===== src/rtl/mem_lsu_if.sv =====
// Bundle between the MEM stage, the load/store unit and the word-organised data memory.
// The master modport is the LSU's view; slave is the pipeline and memory side.
interface mem_lsu_if;
    localparam int unsigned XLEN = 32;

    logic            req_valid;
    logic            req_ready;
    logic [3:0]      req_op;
    logic [XLEN-1:0] req_addr;
    logic [XLEN-1:0] req_wdata;
    logic [XLEN-1:0] req_pc;

    logic            mem_valid;
    logic            mem_ready;
    logic            mem_we;
    logic [XLEN-1:0] mem_addr;
    logic [3:0]      mem_byte_select;
    logic [XLEN-1:0] mem_wdata;
    logic            mem_rvalid;
    logic [XLEN-1:0] mem_rdata;

    logic            resp_valid;
    logic [XLEN-1:0] resp_data;
    logic [1:0]      resp_exc;
    logic [XLEN-1:0] resp_pc;

    modport master (
        input  req_valid, req_op, req_addr, req_wdata, req_pc,
        input  mem_ready, mem_rvalid, mem_rdata,
        output req_ready, mem_valid, mem_we, mem_addr, mem_byte_select, mem_wdata,
        output resp_valid, resp_data, resp_exc, resp_pc
    );

    modport slave (
        output req_valid, req_op, req_addr, req_wdata, req_pc,
        output mem_ready, mem_rvalid, mem_rdata,
        input  req_ready, mem_valid, mem_we, mem_addr, mem_byte_select, mem_wdata,
        input  resp_valid, resp_data, resp_exc, resp_pc
    );
endinterface


===== src/rtl/mem_lsu.sv =====
// Load/store initiator: alignment check, lane steering for stores, load extraction
// and sign/zero extension, with a per-access timeout watchdog.
module mem_lsu #(
    parameter int unsigned TIMEOUT_CYCLES = 255
) (
    input  logic      clk,
    input  logic      reset,
    mem_lsu_if.master bus
);
    localparam int unsigned XLEN  = 32;
    localparam int unsigned CNT_W = 16;
    localparam logic [CNT_W-1:0] CNT_LAST = CNT_W'(TIMEOUT_CYCLES - 1);

    localparam logic [1:0] SZ_BYTE     = 2'b00;
    localparam logic [1:0] SZ_HALF     = 2'b01;
    localparam logic [1:0] EXC_OK      = 2'b00;
    localparam logic [1:0] EXC_LD_MIS  = 2'b01;
    localparam logic [1:0] EXC_ST_MIS  = 2'b10;
    localparam logic [1:0] EXC_TIMEOUT = 2'b11;

    typedef enum logic [1:0] {
        IDLE   = 2'd0,
        ISSUE  = 2'd1,
        WAIT_R = 2'd2,
        RESP   = 2'd3
    } state_e;

    state_e            state_q, state_d;
    logic [3:0]        op_q, op_d;
    logic [XLEN-1:0]   addr_q, addr_d;
    logic [XLEN-1:0]   wdata_q, wdata_d;
    logic [XLEN-1:0]   pc_q, pc_d;
    logic [CNT_W-1:0]  cnt_q, cnt_d;

    logic              req_ready_q, req_ready_d;
    logic              mem_valid_q, mem_valid_d;
    logic              mem_we_q, mem_we_d;
    logic [XLEN-1:0]   mem_addr_q, mem_addr_d;
    logic [3:0]        mem_bsel_q, mem_bsel_d;
    logic [XLEN-1:0]   mem_wdata_q, mem_wdata_d;
    logic              resp_valid_q, resp_valid_d;
    logic [XLEN-1:0]   resp_data_q, resp_data_d;
    logic [1:0]        resp_exc_q, resp_exc_d;
    logic [XLEN-1:0]   resp_pc_q, resp_pc_d;

    function automatic logic misaligned(input logic [1:0] size, input logic [1:0] lane);
        case (size)
            SZ_BYTE: misaligned = 1'b0;
            SZ_HALF: misaligned = lane[0];
            default: misaligned = (lane != 2'b00);
        endcase
    endfunction

    function automatic logic [3:0] byte_sel(input logic [1:0] size, input logic [1:0] lane);
        case (size)
            SZ_BYTE: byte_sel = 4'b0001 << lane;
            SZ_HALF: byte_sel = lane[1] ? 4'b1100 : 4'b0011;
            default: byte_sel = 4'b1111;
        endcase
    endfunction

    function automatic logic [XLEN-1:0] lane_wdata(input logic [1:0] size, input logic [XLEN-1:0] wdata);
        case (size)
            SZ_BYTE: lane_wdata = {4{wdata[7:0]}};
            SZ_HALF: lane_wdata = {2{wdata[15:0]}};
            default: lane_wdata = wdata;
        endcase
    endfunction

    function automatic logic [XLEN-1:0] load_extract(input logic [1:0] size, input logic uns,
                                                     input logic [1:0] lane, input logic [XLEN-1:0] rdata);
        logic [7:0]  b;
        logic [15:0] h;
        case (lane)
            2'd0:    b = rdata[7:0];
            2'd1:    b = rdata[15:8];
            2'd2:    b = rdata[23:16];
            default: b = rdata[31:24];
        endcase
        h = lane[1] ? rdata[31:16] : rdata[15:0];
        case (size)
            SZ_BYTE: load_extract = uns ? {24'b0, b} : {{24{b[7]}}, b};
            SZ_HALF: load_extract = uns ? {16'b0, h} : {{16{h[15]}}, h};
            default: load_extract = rdata;
        endcase
    endfunction

    // Next state, latched request fields, response payload and registered output values.
    always_comb begin
        state_d     = state_q;
        op_d        = op_q;
        addr_d      = addr_q;
        wdata_d     = wdata_q;
        pc_d        = pc_q;
        cnt_d       = cnt_q;
        resp_data_d = resp_data_q;
        resp_exc_d  = resp_exc_q;
        resp_pc_d   = resp_pc_q;

        case (state_q)
            IDLE: begin
                if (bus.req_valid) begin
                    op_d    = bus.req_op;
                    addr_d  = bus.req_addr;
                    wdata_d = bus.req_wdata;
                    pc_d    = bus.req_pc;
                    cnt_d   = '0;
                    if (misaligned(bus.req_op[1:0], bus.req_addr[1:0])) begin
                        state_d     = RESP;
                        resp_exc_d  = bus.req_op[3] ? EXC_ST_MIS : EXC_LD_MIS;
                        resp_data_d = '0;
                    end else begin
                        state_d = ISSUE;
                    end
                end
            end
            ISSUE: begin
                cnt_d = cnt_q + CNT_W'(1);
                if (bus.mem_ready) begin
                    if (op_q[3]) begin
                        state_d     = RESP;
                        resp_exc_d  = EXC_OK;
                        resp_data_d = '0;
                    end else begin
                        state_d = WAIT_R;
                    end
                end else if (cnt_q >= CNT_LAST) begin
                    state_d     = RESP;
                    resp_exc_d  = EXC_TIMEOUT;
                    resp_data_d = '0;
                end
            end
            WAIT_R: begin
                cnt_d = cnt_q + CNT_W'(1);
                if (bus.mem_rvalid) begin
                    state_d     = RESP;
                    resp_exc_d  = EXC_OK;
                    resp_data_d = load_extract(op_q[1:0], op_q[2], addr_q[1:0], bus.mem_rdata);
                end else if (cnt_q >= CNT_LAST) begin
                    state_d     = RESP;
                    resp_exc_d  = EXC_TIMEOUT;
                    resp_data_d = '0;
                end
            end
            RESP: begin
                state_d = IDLE;
            end
            default: begin
                state_d = IDLE;
            end
        endcase

        if (state_d == RESP && state_q != RESP) begin
            resp_pc_d = pc_d;
        end

        // Outputs are registered, so they are decoded from the state being entered.
        req_ready_d  = (state_d == IDLE);
        mem_valid_d  = (state_d == ISSUE);
        mem_we_d     = mem_valid_d && op_d[3];
        mem_addr_d   = mem_valid_d ? {addr_d[31:2], 2'b00} : '0;
        mem_bsel_d   = mem_we_d ? byte_sel(op_d[1:0], addr_d[1:0]) : 4'b0000;
        mem_wdata_d  = mem_we_d ? lane_wdata(op_d[1:0], wdata_d) : '0;
        resp_valid_d = (state_d == RESP);
    end

    always_ff @(posedge clk or negedge reset) begin
        if (!reset) begin
            state_q      <= IDLE;
            op_q         <= '0;
            addr_q       <= '0;
            wdata_q      <= '0;
            pc_q         <= '0;
            cnt_q        <= '0;
            req_ready_q  <= 1'b1;
            mem_valid_q  <= 1'b0;
            mem_we_q     <= 1'b0;
            mem_addr_q   <= '0;
            mem_bsel_q   <= '0;
            mem_wdata_q  <= '0;
            resp_valid_q <= 1'b0;
            resp_data_q  <= '0;
            resp_exc_q   <= '0;
            resp_pc_q    <= '0;
        end else begin
            state_q      <= state_d;
            op_q         <= op_d;
            addr_q       <= addr_d;
            wdata_q      <= wdata_d;
            pc_q         <= pc_d;
            cnt_q        <= cnt_d;
            req_ready_q  <= req_ready_d;
            mem_valid_q  <= mem_valid_d;
            mem_we_q     <= mem_we_d;
            mem_addr_q   <= mem_addr_d;
            mem_bsel_q   <= mem_bsel_d;
            mem_wdata_q  <= mem_wdata_d;
            resp_valid_q <= resp_valid_d;
            resp_data_q  <= resp_data_d;
            resp_exc_q   <= resp_exc_d;
            resp_pc_q    <= resp_pc_d;
        end
    end

    assign bus.req_ready       = req_ready_q;
    assign bus.mem_valid       = mem_valid_q;
    assign bus.mem_we          = mem_we_q;
    assign bus.mem_addr        = mem_addr_q;
    assign bus.mem_byte_select = mem_bsel_q;
    assign bus.mem_wdata       = mem_wdata_q;
    assign bus.resp_valid      = resp_valid_q;
    assign bus.resp_data       = resp_data_q;
    assign bus.resp_exc        = resp_exc_q;
    assign bus.resp_pc         = resp_pc_q;
endmodule


===== src/flat_wrapper.sv =====
// flat-port wrapper written by rule: the top's interface ports become plain ports
module mem_lsu_flat 
#(
    parameter int unsigned TIMEOUT_CYCLES = 255
)
  (clk, reset, bus_req_valid, bus_req_op, bus_req_addr, bus_req_wdata, bus_req_pc, bus_mem_ready, bus_mem_rvalid, bus_mem_rdata, bus_req_ready, bus_mem_valid, bus_mem_we, bus_mem_addr, bus_mem_byte_select, bus_mem_wdata, bus_resp_valid, bus_resp_data, bus_resp_exc, bus_resp_pc);
  mem_lsu_if bus_i ();
  input  logic clk;
  input  logic reset;
  input wire logic [$bits(bus_i.req_valid)-1:0] bus_req_valid;
  input wire logic [$bits(bus_i.req_op)-1:0] bus_req_op;
  input wire logic [$bits(bus_i.req_addr)-1:0] bus_req_addr;
  input wire logic [$bits(bus_i.req_wdata)-1:0] bus_req_wdata;
  input wire logic [$bits(bus_i.req_pc)-1:0] bus_req_pc;
  input wire logic [$bits(bus_i.mem_ready)-1:0] bus_mem_ready;
  input wire logic [$bits(bus_i.mem_rvalid)-1:0] bus_mem_rvalid;
  input wire logic [$bits(bus_i.mem_rdata)-1:0] bus_mem_rdata;
  output wire logic [$bits(bus_i.req_ready)-1:0] bus_req_ready;
  output wire logic [$bits(bus_i.mem_valid)-1:0] bus_mem_valid;
  output wire logic [$bits(bus_i.mem_we)-1:0] bus_mem_we;
  output wire logic [$bits(bus_i.mem_addr)-1:0] bus_mem_addr;
  output wire logic [$bits(bus_i.mem_byte_select)-1:0] bus_mem_byte_select;
  output wire logic [$bits(bus_i.mem_wdata)-1:0] bus_mem_wdata;
  output wire logic [$bits(bus_i.resp_valid)-1:0] bus_resp_valid;
  output wire logic [$bits(bus_i.resp_data)-1:0] bus_resp_data;
  output wire logic [$bits(bus_i.resp_exc)-1:0] bus_resp_exc;
  output wire logic [$bits(bus_i.resp_pc)-1:0] bus_resp_pc;
  assign bus_i.req_valid = bus_req_valid;
  assign bus_i.req_op = bus_req_op;
  assign bus_i.req_addr = bus_req_addr;
  assign bus_i.req_wdata = bus_req_wdata;
  assign bus_i.req_pc = bus_req_pc;
  assign bus_i.mem_ready = bus_mem_ready;
  assign bus_i.mem_rvalid = bus_mem_rvalid;
  assign bus_i.mem_rdata = bus_mem_rdata;
  assign bus_req_ready = bus_i.req_ready;
  assign bus_mem_valid = bus_i.mem_valid;
  assign bus_mem_we = bus_i.mem_we;
  assign bus_mem_addr = bus_i.mem_addr;
  assign bus_mem_byte_select = bus_i.mem_byte_select;
  assign bus_mem_wdata = bus_i.mem_wdata;
  assign bus_resp_valid = bus_i.resp_valid;
  assign bus_resp_data = bus_i.resp_data;
  assign bus_resp_exc = bus_i.resp_exc;
  assign bus_resp_pc = bus_i.resp_pc;
  mem_lsu #(.TIMEOUT_CYCLES(TIMEOUT_CYCLES)) u_core (.clk(clk), .reset(reset), .bus(bus_i));
endmodule

===== config.mk =====
export PLATFORM = sky130hd
export DESIGN_NAME = mem_lsu_flat
export DESIGN_NICKNAME = d
export VERILOG_FILES = /design/src/rtl/mem_lsu_if.sv /design/src/rtl/mem_lsu.sv /design/src/flat_wrapper.sv
export SDC_FILE = /design/constraint.sdc
export NUM_CORES = 1
export LEC_CHECK = 0
export CORE_UTILIZATION = 40
export CTS_BUF_LIST = sky130_fd_sc_hd__clkbuf_8 sky130_fd_sc_hd__clkbuf_16
export CTS_CLUSTER_DIAMETER = 100
export DETAILED_ROUTE_END_ITERATION = 12
export MAX_ROUTING_LAYER = met4
export PLACE_DENSITY = 0.68
export SYNTH_ARGS = -nofsm -noshare
export SYNTH_HDL_FRONTEND = slang
export SYNTH_SLANG_ARGS = --single-unit

===== constraint.sdc =====
create_clock -name clk -period 4.5 [get_ports clk]
set_input_delay 0.675 -clock clk [delete_from_list [all_inputs] [get_ports clk]]
set_output_delay 0.675 -clock clk [all_outputs]
set_load 0.005 [all_outputs]

Word-level counts from Yosys, hierarchy flattened
Index checks and enable logic that the tools add are counted. W data, S select, Z words.

Add/subtract/negate cells: 1. Equal/unequal tests: 14. Magnitude comparators: 1. Shifts and indexed selects: 1. Reduce and logical (&&, ||, !) cells: 15. Multiplexer cells: 46.

Operators by type and width (count): $mux W32 (16); $pmux W32 S2 (2); $pmux W32 S3 (1); $mux W16 (2); $pmux W16 S2 (1); $mux W2 (12); $pmux W8 S3 (1); $add A16 B1 Y16 const B (1); $ge A16 B8 Y1 const B (1); $mux W4 (4); $eq A2 B1 Y1 const B (6); $logic_not A2 Y1 (6); $eq A2 B2 Y1 const B (4); $pmux W2 S4 (1); $pmux W4 S2 (1); $pmux W2 S3 (1); $ne A2 B2 Y1 const B (2); $reduce_and A2 Y1 (2); $reduce_and A4 Y1 (1); $reduce_bool A2 Y1 (2); $shl A1 B2 Y4 const A (1); $mux W1 (3); $ne A3 B2 Y1 const B (1); $reduce_bool A3 Y1 (1); other kinds (4) (5).

Output and inout port bits: 138. Register bits: 256. Word-level logic and storage cells: 95.

Longest topological paths before layout
Depth after elaboration: 10. Gate-level depth with buffers: 10. Mapped depth without buffers: 7.

Least setup slack after synthesis
OpenSTA, ideal clock, no wires.

Kind: reg-to-reg. Start: register u_core.state_q[0]. End: register u_core.resp_pc_q[10] (netlist: u_core.bus.resp_pc[10]). Clock period less this slack: 2.423 ns. Arrival time: 2.295 ns. Cell stages (with the launch flop): 9. Setup slack: 2.077 ns. Path through: dfrtp_1 -> inv_1 -> ha_1 -> or3b_1 -> and3_1 -> o31ai_2 -> a2111oi_4 -> buf_6 -> mux2_1.

Word-level cells in the longest chain between the ends: 5.

Ends and longest elaborated chain: start: declaration (line mem_lsu.sv:28) `state_e state_q, state_d;`; start signal: assignment (line mem_lsu.sv:186) `state_q <= state_d;`; $mux W2 (line mem_lsu.sv:127, mem_lsu.sv:139); $mux W2 (on tied branches) (line mem_lsu.sv:135, mem_lsu.sv:119); $pmux W2 S4 (line mem_lsu.sv:100) `case (state_q)`; $eq A2 B2 Y1 (line mem_lsu.sv:153) `if (state_d == RESP && state_q != RESP) begin`; $logic_and A1 B1 Y1 (line mem_lsu.sv:153); end signal: assignment (line mem_lsu.sv:201) `resp_pc_q <= resp_pc_d;`; end: declaration (line mem_lsu.sv:44) `logic [XLEN-1:0] resp_pc_q, resp_pc_d;`.

Several ways; a longest one is shown, not always the timed one. A chain may end at the register's enable or synchronous reset.

Worst setup path after layout
Start: input port bus_req_valid. End: register u_core.resp_data_q[18] (netlist: u_core.bus.resp_data[18]).

Word-level cells in the longest chain between the ends: 2.

Ends and longest elaborated chain: start: declaration (line flat_wrapper.sv:10) `input wire logic [$bits(bus_i.req_valid)-1:0] bus_req_valid;`; $ne A2 B2 Y1 (no line); $reduce_and A4 Y1 (no line); end signal: assignment (line mem_lsu.sv:199) `resp_data_q <= resp_data_d;`; end: declaration (line mem_lsu.sv:42) `logic [XLEN-1:0] resp_data_q, resp_data_d;`.

No other way between the ends.

==> flow_summary.toml <==
[clock_tree]
htree_levels = 1
post_cts_resized = 0
insertion_delay_ps = 540
cts_max_path_buffers = 3
clock_sinks = 254
cts_hold_buffers = 0
clk_pin_slew_ps = 60
cts_setup_buffers = 0
cts_inserted_buffers = 29
cts_root_buffer = "clkbuf_16"
tritoncts = "yes"

[routing]
post_drt_wl_per_cell_um = 17.44
ant_nets = 0
drt_iter0_drc = 330
viasPerCell = 4.939
vias = 7003
drc = 0
drtPass1Iterations = 4
wl_um = 24730

[cells_and_area]
fin_util_pct = 56.69
fin_area_um2 = 14320
drive_gt1_share_pct = 14.43
syn2layout_area_growth_pct = 38.59
antenna_cells = 0
final_nets = 1214
nFillCells = 2148

[timing]
fmax_mhz = 331.0
slew_violations = 0
skew_ps = 17.47
fin_crit_ps = 3021
rsz0062_at_grt = "false"
hold_ws_ps = 89.25
finalHoldViolations = 0
max-slew-margin-rel_pct = 23.89
setup-violations-final = 0
setup-tns-final_ps = 0
fin_crit_sh_pct = 67.14
worst_pin_slew_ps = 1133

[die]
initial_core_util_pct = 40.91
fp.dieW_um = 162.7
fp-row-count = 58
ios = 275
die_y_um = 162.7
dieArea_um2 = 26470
coreArea_um2 = 25250

[critical_path]
crit_arrival_ps = 3470
cp_max_fo = 17
cp.required_ps = 4950
critPathBufInv = 1
slowest_stage = "clkdlybuf4s50_1"
crit_path_max_incr_delay_ps = 670
cpLargestDelayFamily = "compound AO/OA/AOI/OAI gates"
start_kind = "primary input"
cp_cell_sequence = "clkdlybuf4s50_1 > nand3_1 > a311oi_2 > and4_1 > o221ai_2 > o2bb2ai_1"
criticalPathCategory = "primary input to flop"
cp-end-kind = "flop"

[yosys]
synth_cell_types = 60
synth_edf_count = 0
syn_inst = 799
synthTopCellsByArea = "dfrtp_1 61%, mux2_2 9.7%, mux2_1 3.3%"
seq_area_frac_synth_pct = 61.54
synth_top_flop_cell = "dfrtp_1"
yosysMostFrequentCell = "dfrtp_1"
synth_top_cell_by_area = "dfrtp_1"
async_flop_share_pct = 100.0
ys_seq_elements = 254
synth.avg_cell_area_um2 = 12.93
ys_top_cells_by_count = "253 x dfrtp_1, 89 x mux2_2, 78 x nor2_1"
synth_top_cell_area_share_pct = 61.28
synth_area_um2 = 10330
yosysWarnings = 0

[outcome]
status = "finished clean"

[power]
vdd_ir_drop_max_v = 0.0003648
powerDensity_nw_per_um2 = 685.7
power_mw = 9.817
power.static_leakage_nw = 6.397

[min_path]
worstHoldPathType = "primary input to asynchronous set/reset pin"

[global_route]
track_usage_pct = 19.64
grt_pass1_wl_um = 39840
grt_pass1_vias = 7407
antenna_found_initial = 0
grt_overflow = 0
grt_max_degree = 92

[placed_design]
place.port_buffers = 272
post_dp_cell_area_um2 = 13400
gp_congestion = 0.8272
dp_hpwl_um = 16780

[flow_run]
maxCapViolCount = 0
==> cells by family after synthesis <==
family                   count (synthesis)  synth area share, %
XOR/XNOR                                12                1.017
multiplexers                           147                15.68
AND/OR/NAND/NOR                        164                7.678
buffers and inverters                   83                3.427
adder cells (fa/ha/maj)                  8               0.9689
AO/OA/AOI/OAI                          130                9.652
other                                    1              0.03630
flip-flops                             254                61.54
==> report_power, final <==
group	switching (mW)	internal [mW]
clock network	0.902	1.35
logic	1.91	2.02
registers	0.396	3.23
total	3.21	6.61
==> registers in the layout (all words and copies together), names as in the netlist <==
signal,count
u_core.bus.req_ready,1
u_core.bus.mem_addr,30
u_core.pc_q,32
u_core.addr_q,32
u_core.bus.mem_valid,1
u_core.cnt_q,16
u_core.bus.mem_we,1
u_core.bus.resp_pc,32
u_core.bus.resp_data,32
u_core.bus.resp_exc,2
u_core.wdata_q,32
u_core.bus.resp_valid,1
u_core.state_q,2
u_core.op_q,4
u_core.bus.mem_wdata,32
u_core.bus.mem_byte_select,4
==> metrics by stage <==
stage	setup slack (ps)	cells
floorplan	2077	800
global placement	1076	1368
detailed placement	981.0	1368
CTS	1532	1418
global route	1285	1418
finish	1479	1418
==> final cells by class <==
class	instances	area [um^2]	area share, %
flip-flops and latches	254	6357	44.40
multi-input cells	463	3669	25.62
repair buffers	282	2815	19.66
clock buffers	34	794.5	5.549
well taps	330	412.9	2.884
inverters	39	146.4	1.022
clock inverters	16	122.6	0.8564
==> cell usage in the layout (no fill, tap or decap), types with 7 or more instances in the layout <==
master and count:
o2bb2ai_1 24, o21ai_0 22, clkdlybuf4s50_1 271, a21oi_1 15, nor2_1 78, mux2_1 30, a21boi_0 7, a211oi_1 24
mux2_2 89, clkbuf_16 29, buf_4 9, nor2b_1 30, mux2i_1 26, inv_1 48, dfrtp_1 253, nand2_1 20
a22o_1 8, ha_1 8
==> final timing paths <==
kind | cells past startpoint | slack [ps] | startpoint | endpoint
max in group asynchronous | 2 | 3400 | reset | u_core.pc_q[3]
worst max-delay path | 6 | 1480 | bus_req_valid | u_core.bus.resp_data[18]
worst max register to register | 7 | 1560 | u_core.state_q[1] | u_core.bus.resp_data[18]
worst min-delay path | 1 | 90 | reset | u_core.addr_q[18]
worst min register to register | 1 | 480 | u_core.bus.resp_pc[19] | u_core.bus.resp_pc[19]
min in group clk | 1 | 480 | u_core.bus.resp_pc[19] | u_core.bus.resp_pc[19]
==> metal layers <==
layer	wire length, um	share of wire (%)	vias up	global-route usage (%)
li1	-	-	3325	-
met1	10500	42	3428	24.70
met2	11780	48	197	30.74
met3	1737	7.0	53	5.271
met4	709	2.9	0	6.457
met5	0	0	-	-
Note: power is estimated with default switching activity, not from simulation.
